File: config.mk
export PLATFORM = sky130hd
export DESIGN_NAME = out_result_arbiter
export DESIGN_NICKNAME = d
export VERILOG_FILES = /design/src/rtl/out_arb_pkg.sv /design/src/rtl/out_result_arbiter_rr.sv /design/src/rtl/out_result_arbiter.sv
export SDC_FILE = /design/constraint.sdc
export NUM_CORES = 1
export LEC_CHECK = 0
export CORE_MARGIN = 5
export CORE_UTILIZATION = 25
export CTS_BUF_LIST = sky130_fd_sc_hd__clkbuf_8
export CTS_CLUSTER_DIAMETER = 80
export DETAILED_ROUTE_END_ITERATION = 16
export GPL_TIMING_DRIVEN = 1
export PLACE_DENSITY = 0.88
export SETUP_SLACK_MARGIN = 0.3
export SYNTH_ARGS = -nofsm -noshare
export SYNTH_HDL_FRONTEND = slang
export SYNTH_HIERARCHICAL = 1
export SYNTH_SLANG_ARGS = --single-unit
File: constraint.sdc
create_clock -name clk -period 6.3 [get_ports clk]
set_clock_uncertainty 0.2 [all_clocks]
set_input_delay 1.575 -clock clk [delete_from_list [all_inputs] [get_ports clk]]
set_output_delay 1.575 -clock clk [all_outputs]
set_load 0.1 [all_outputs]
File: src/rtl/out_arb_pkg.sv
// out_arb_pkg: shared types and helpers for the output result arbiter.
//   clog2_min1  : pointer/index width for a channel count (never below 1 bit)
//   res_entry_t : {id, data} layout of one FIFO_OUT entry (default widths)
//   ACK_LAT     : cycles from FIFO_OUT write to the producer's written pulse
package out_arb_pkg;

  localparam int unsigned ACK_LAT = 1;

  typedef struct packed {
    logic [7:0]  id;
    logic [15:0] data;
  } res_entry_t;

  function automatic int unsigned clog2_min1(input int unsigned n);
    return (n > 1) ? $clog2(n) : 1;
  endfunction

endpackage

File: src/rtl/out_result_arbiter_rr.sv
// rr_arbiter: purely combinational request arbiter.
//   req     in  NUM_CH  request vector
//   ptr     in  CH_W    round-robin priority pointer (lowest index searched first)
//   gnt     out NUM_CH  one-hot grant (all zero when no request)
//   gnt_idx out CH_W    binary index of the granted request
// Build option: OUT_ARB_FIXED_PRIO_EN selects fixed priority (index 0 highest)
// instead of masked-priority round-robin; ptr is then ignored.
module rr_arbiter
  import out_arb_pkg::*;
#(
  parameter int unsigned NUM_CH = 2,
  parameter int unsigned CH_W   = clog2_min1(NUM_CH)
) (
  input  logic [NUM_CH-1:0] req,
  input  logic [CH_W-1:0]   ptr,
  output logic [NUM_CH-1:0] gnt,
  output logic [CH_W-1:0]   gnt_idx
);

  logic [NUM_CH-1:0] sel_req;

`ifdef OUT_ARB_FIXED_PRIO_EN
  logic ptr_unused;
  assign ptr_unused = ^ptr;
  assign sel_req    = req;
`else
  // Requests at or above ptr win first; if none, the wrap-around search is
  // simply the lowest request overall.
  logic [NUM_CH-1:0] above;
  logic [NUM_CH-1:0] masked;

  always_comb begin
    above = '0;
    for (int unsigned i = 0; i < NUM_CH; i++) begin
      above[i] = (CH_W'(i) >= ptr);
    end
  end

  assign masked  = req & above;
  assign sel_req = (|masked) ? masked : req;
`endif

  always_comb begin
    logic found;
    found   = 1'b0;
    gnt     = '0;
    gnt_idx = '0;
    for (int unsigned i = 0; i < NUM_CH; i++) begin
      if (!found && sel_req[i]) begin
        found   = 1'b1;
        gnt[i]  = 1'b1;
        gnt_idx = CH_W'(i);
      end
    end
  end

endmodule

File: src/rtl/out_result_arbiter.sv
// out_result_arbiter: arbitrates NUM_CH ALU result producers onto FIFO_OUT.
//   clk, rst_n   single clock, asynchronous active-low reset
//   valid_res    per-channel result valid (held until written[i] is seen)
//   result       packed results, channel i at [i*FIFO_OUT_WIDTH +: FIFO_OUT_WIDTH]
//   ready_f_res  FIFO_OUT not full
//   fifo_res     entry to write (combinational, zero when nothing eligible)
//   w_en_out     FIFO_OUT write strobe (combinational)
//   written      registered one-hot write acknowledge
//   grant_ptr    round-robin priority pointer (debug)
// Build option: OUT_ARB_FIXED_PRIO_EN -> fixed priority, grant_ptr held at 0.
module out_result_arbiter
  import out_arb_pkg::*;
#(
  parameter int unsigned NUM_CH         = 2,
  parameter int unsigned DATA_SIZE      = 16,
  parameter int unsigned ID_SIZE        = 8,
  parameter int unsigned FIFO_OUT_WIDTH = ID_SIZE + DATA_SIZE
) (
  input  logic                             clk,
  input  logic                             rst_n,
  input  logic [NUM_CH-1:0]                valid_res,
  input  logic [NUM_CH*FIFO_OUT_WIDTH-1:0] result,
  input  logic                             ready_f_res,
  output logic [FIFO_OUT_WIDTH-1:0]        fifo_res,
  output logic                             w_en_out,
  output logic [NUM_CH-1:0]                written,
  output logic [clog2_min1(NUM_CH)-1:0]    grant_ptr
);

  localparam int unsigned CH_W = clog2_min1(NUM_CH);

  if (ACK_LAT != 1) begin : g_ack_lat_chk
    $error("out_result_arbiter implements a single-cycle write acknowledge");
  end

  logic [NUM_CH-1:0] pend_q, pend_d;
  logic [NUM_CH-1:0] written_q, written_d;
  logic [CH_W-1:0]   grant_ptr_q, grant_ptr_d;
  logic [NUM_CH-1:0] eligible;
  logic [NUM_CH-1:0] gnt;
  logic [CH_W-1:0]   gnt_idx;

  assign eligible = valid_res & ~pend_q;

  rr_arbiter #(
    .NUM_CH (NUM_CH),
    .CH_W   (CH_W)
  ) u_arb (
    .req     (eligible),
    .ptr     (grant_ptr_q),
    .gnt     (gnt),
    .gnt_idx (gnt_idx)
  );

  assign w_en_out = ready_f_res & (|eligible);

  // gnt is all-zero when nothing is eligible, so fifo_res falls back to zero.
  always_comb begin
    fifo_res = '0;
    for (int unsigned i = 0; i < NUM_CH; i++) begin
      if (gnt[i]) fifo_res = result[i*FIFO_OUT_WIDTH +: FIFO_OUT_WIDTH];
    end
  end

  // The granted channel is always valid, so its pend bit is never cleared in
  // the same cycle it is set.
  always_comb begin
    pend_d    = (pend_q & valid_res) | (w_en_out ? gnt : '0);
    written_d = w_en_out ? gnt : '0;
`ifdef OUT_ARB_FIXED_PRIO_EN
    grant_ptr_d = '0;
`else
    grant_ptr_d = grant_ptr_q;
    if (w_en_out) begin
      grant_ptr_d = (gnt_idx == CH_W'(NUM_CH - 1)) ? '0 : gnt_idx + 1'b1;
    end
`endif
  end

`ifdef OUT_ARB_FIXED_PRIO_EN
  logic idx_unused;
  assign idx_unused = ^gnt_idx;
`endif

  always_ff @(posedge clk or negedge rst_n) begin
    if (!rst_n) begin
      pend_q      <= '0;
      written_q   <= '0;
      grant_ptr_q <= '0;
    end else begin
      pend_q      <= pend_d;
      written_q   <= written_d;
      grant_ptr_q <= grant_ptr_d;
    end
  end

  assign written   = written_q;
  assign grant_ptr = grant_ptr_q;

endmodule

Yosys cells after proc, flatten, opt, wreduce, memory -nomap -nowiden

Cells that the tools add are included.

Register bits after elaboration: 5
Bits of input ports: 53
Word-level logic and storage cells: 23

Add/sub/neg operators: 1
Order comparisons: 2
Multiplexer cells: 7
Bitwise logic cells: 6
Reduce and logical (&&, ||, !) cells: 4

Operators by type and width:

| operator            | count |
|---|---|
| $mux 24             | 2 |
| $and 2x2->2         | 3 |
| $mux 2              | 2 |
| $reduce_or 2->1     | 2 |
| $mux 1              | 3 |
| $ge 1x1->1 const A  | 2 |
| $not 2->2           | 1 |
| $or 2x2->2          | 1 |
| $add 1x1->1 const B | 1 |
| $and 1x1->1         | 1 |
| $logic_and 1x1->1   | 1 |
| $logic_not 1->1     | 1 |

Logic depth before layout (Yosys ltp)

Depth after elaboration: 11
Mapped depth: 7
Mapped depth without buffers: 4

By module

The synthesis kept the hierarchy.

Modules (own cells, without submodules):

| module             | instances | cells an instance | area an instance (um^2) |
|---|---|---|---|
| out_result_arbiter | 1         | 48                | 498.0 |
| rr_arbiter         | 1         | 4                 | 26.3 |

Worst setup path before layout

Ideal clock, no wire load.

Kind: input port to output port
Start point: input valid_res[1]
End point: output fifo_res[17]
Arrival: 4366 ps
Data required time: 4525 ps
Setup slack: 159 ps
Stages: 6
Path buffers: 3
Path through: nor2b_4 > a21boi_1 > buf_4 > buf_4 > buf_6 > o21ai_0

Word-level cells in the longest chain between the ends: 9

Ends and longest elaborated chain:

| element             | RTL line                    | RTL |
|---|---|---|
| from (decl)         | out_result_arbiter.sv:21    | `input logic [NUM_CH-1:0] valid_res,` |
| $and 2x2->2 *       | out_result_arbiter.sv:43    | `assign eligible = valid_res & ~pend_q;` |
| $and 2x2->2         | out_result_arbiter_rr.sv:39 | `assign masked = req & above;` |
| $reduce_or 2->1     | out_result_arbiter_rr.sv:40 | `assign sel_req = (\|masked) ? masked : req;` |
| $mux 2 *            | out_result_arbiter_rr.sv:40 |  |
| $mux 1              | out_result_arbiter_rr.sv:49 | `if (!found && sel_req[i]) begin` |
| $logic_not 1->1     | out_result_arbiter_rr.sv:49 |  |
| $logic_and 1x1->1 * | out_result_arbiter_rr.sv:49 |  |
| $mux 1 *            | n/a                         |  |
| via gnt_idx         | out_result_arbiter.sv:41    | `logic [CH_W-1:0] gnt_idx;` |
| $mux 24 *           | out_result_arbiter.sv:61    | `if (gnt[i]) fifo_res = result[i*FIFO_OUT_WIDTH +: FIFO_OUT_WIDTH];` |
| to (decl)           | out_result_arbiter.sv:24    | `output logic [FIFO_OUT_WIDTH-1:0] fifo_res,` |

The timed path passes the listed nets; every way through them passes the cells marked *.

Final worst setup path

Start point: input valid_res[0]
End point: output fifo_res[14]

Word-level cells in the longest chain between the ends: 9

Ends and longest elaborated chain:

| element           | RTL line                    | RTL |
|---|---|---|
| $and 2x2->2 *     | out_result_arbiter.sv:43    |  |
| via eligible[0]   | out_result_arbiter.sv:39    | `logic [NUM_CH-1:0] eligible;` |
| $and 2x2->2       | out_result_arbiter_rr.sv:39 |  |
| $reduce_or 2->1   | out_result_arbiter_rr.sv:40 |  |
| $mux 2 *          | out_result_arbiter_rr.sv:40 |  |
| $mux 1 *          | out_result_arbiter_rr.sv:49 |  |
| via gnt[0]        | out_result_arbiter.sv:40    | `logic [NUM_CH-1:0] gnt;` |
| $logic_not 1->1   | out_result_arbiter_rr.sv:49 |  |
| $logic_and 1x1->1 | out_result_arbiter_rr.sv:49 |  |
| $mux 1            | out_result_arbiter_rr.sv:49 |  |
| $mux 24 *         | out_result_arbiter.sv:61    |  |

Marks and branches as above.

==> flow_summary_export.csv <==
group,metric,value,unit
worst_setup_path,crit_fanout,22,
grt,grt_pass1_vias,880,
floorplan,row_count,16,
worst_setup_path,critPathArrivalTime,3.80,ns
cts,cts_hold_buffers,0,
placement,dp.cells,154,
grt,grt_max_degree,30,
worst_setup_path,cp-start-kind,"input port",
route,num_vias,762,
yosys,ys_seq_area_share,23.9,%
floorplan,num_io_pins,81,
cells_and_area,fill_cells,160,
cells_and_area,layout-drive-gt1-share,28.2,%
yosys,syn_area,524,µm²
timing,tightest_slew,0.981,ns
pwr,power.switching,292,µW
timing,slew_headroom,34.4,%
floorplan,die_h,55.8,µm
timing,final.setup.worst_slack,0.727,ns
pwr,intPower,175,µW
placement,dp_hpwl,2.13,mm
cells_and_area,nets,185,
job,cap_violations,0,
pwr,p_seq_share,9.1,%
grt,grt.total_usage,15.9,%
route,wl_per_cell,16.2,µm
timing,timing.fmax,179,MHz
route,drt-pass1-iter-count,4,
worst_setup_path,worstPathRequired,4.53,ns
cts,cts_buffers,3,
yosys,synth.most_common_cell,"a22o_1",
floorplan,dieArea,3110,µm²
pwr,power_density,361,nW/µm²
yosys,async_flop_share,100,%
worst_setup_path,cp_num_buf_inv,2,
yosys,synth_top_area_share,40.1,%
route,vias_per_cell,4.82,
pwr,p_leak,0.590,nW
route,post-route-drc-count,0,
cells_and_area,n_antenna_cell,0,
timing,period_needed,5.57,ns
worst_setup_path,crit_chain,"clkdlybuf4s50_1, nor2b_4, a21boi_0, nor2b_4, a22o_1, buf_4",
yosys,synth-edff-count,0,
yosys,synth_cells,52,
cts,root_buffer,"clkbuf_8",
worst_setup_path,cp_common_cell,"nor2b_4",
cts,clock_path_buffers,2,
pwr,clkPwrFrac,12.9,%
worst_setup_path,cp_top_family,"buffers and inverters",
grt,antenna_found_initial,0,
grt,grt_pass1_wl,3.95,mm
timing,hold_viol_final,0,
route,totalWireLength,2.55,mm
placement,place_congestion,0.758,
timing,rsz0062_at_grt,"false",
worst_setup_path,cpPeakStageDelay,0.55,ns
yosys,ys_warn_count,6,
cts,cts_resized,0,
cells_and_area,finalNonFillerCells,158,
floorplan,die_w,55.8,µm
worst_setup_path,end_kind,"output port",
yosys,synth_top_cell_by_area,"a22o_1",
cts,cts.sinks,5,
yosys,synth_commonest_cells,"24 x a22o_1, 5 x dfrtp_1, 4 x buf_6, 4 x nand2_1, 3 x nor2b_4",
pwr,swShare,62.6,%
timing,setup_tns,0,ns
timing,setup_viol,0,
grt,grt.overflow.total,0,
floorplan,core,1980,µm²
cells_and_area,syn_to_final_growth,147,%
yosys,ys.flop_type,"dfrtp_1",
cells_and_area,multi_input_area,335,µm²
pwr,p_comb_share,77.9,%
cts,clk_pin_slew,0.04,ns
run_status,outcome,"finished, final reports clean",
cts,cts_max_level,1,
yosys,synth_nets,105,
worst_setup_path,critPathKind,"input port to output port",
route,drt.antenna.violating_nets,0,
placement,numPortBuffers,80,
cts,cts_setup_buffers,0,
worst_setup_path,slowest_stage,"nor2b_4",
cts,cts_tree,"yes",
timing,slew_viol_final,0,
placement,post-place-ws,0.738,ns
cts,clkLatencyLatePin,0.22,ns
yosys,ys_types,13,
yosys,synth_area_leaders,"a22o_1 40%, dfrtp_1 24%, buf_6 8.6%",
yosys,ys_ff_latch,5,
timing,min_period_over_period,88.5,%
cells_and_area,area.sequential,125,µm²
route,drtIter0Drc,13,
worst_hold_path,min_path_type,"flop to flop",
pwr,ir_drop,0.202,mV
yosys,syn_avg_cell_area,10.1,µm²
floorplan,initial_core_util,26.5,%
-- kinds of logic (layout without fill, tap and decap cells) --
logic type      after synthesis  count (layout)  share of synthesized area (%)
flops                         5               5                           23.9
mux                           1               1                           1.91
buf+inv                       8              87                           12.9
simple gates                  9               9                           13.6
compound gates               29              29                           47.7
-- tightest hold or removal path: cells and delay by family (launching register included) --
kind	cells	cell delay [ns]
flip-flops	1	0.41
multiplexers	1	0.05
buffers and inverters	1	0.07
-- flip-flops by register name, indices dropped and copies added (netlist names) --
name       flops
written        2
grant_ptr      1
pend_q         2
-- cell type report --
cell class	instances	share of cell area, %
timing repair buffer	81	57.6
multi-input combinational	39	25.9
sequential	5	9.67
clock buffer	3	3.19
tap	27	2.61
inverter	2	0.580
clock inverter	1	0.387
-- path summary, 6_finish.rpt --
kind	cells after the start	from	end	slack, ns
max in group asynchronous	1	rst_n	pend_q[0]	4.33
worst max register to register	4	pend_q[1]	pend_q[1]	4.72
min in group asynchronous	1	rst_n	written[0]	1.38
worst max-delay path	6	valid_res[0]	fifo_res[14]	0.73
worst min register to register	2	grant_ptr	grant_ptr	0.38
worst min-delay path	2	grant_ptr	grant_ptr	0.38
-- cells in the final DEF, fill, tap and decap left out --
cell type,count
o21ai_0,2
a22o_1,24
buf_4,26
clkinv_2,1
inv_1,2
clkdlybuf4s50_1,55
dfrtp_1,5
nand2_1,4
and2_2,2
a21boi_0,1
mux2i_1,1
a21boi_2,1
o21a_4,1
nor2b_4,3
clkbuf_8,3
-- through the flow --
step           hold WS, ns  area [µm²]  power, mW  util [%]
2_1_floorplan        0.339         524      0.325         -
3_3_place_gp         0.346        1250      0.403      62.9
3_5_place_dp         0.372        1250      0.407      62.9
4_1_cts              0.379        1290      0.470      65.3
5_1_grt              0.408        1290      0.482      65.3
6_report             0.379        1290      0.466      65.3
-- power by group through the flow --
| stage | Sequential [mW] | Combinational, mW | Clock [mW] |
|---|---|---|---|
| final | 0.0427 | 0.364 | 0.0603 |
| after floorplan | 0.0639 | 0.261 | 0 |
| after global placement | 0.0419 | 0.361 | 0 |
| after detailed placement | 0.0429 | 0.365 | 0 |
| after CTS | 0.0425 | 0.365 | 0.0621 |
| after global routing | 0.0430 | 0.375 | 0.0645 |
-- layer usage --
layer	global-route usage (%)	up-vias	share of wire, %
li1	-	360	-
met1	14.2	342	35
met2	30.6	54	51
met3	8.12	6	12
met4	4.51	0	2.5
met5	0	-	0
No activity file was read; power rests on OpenSTA's default activity.
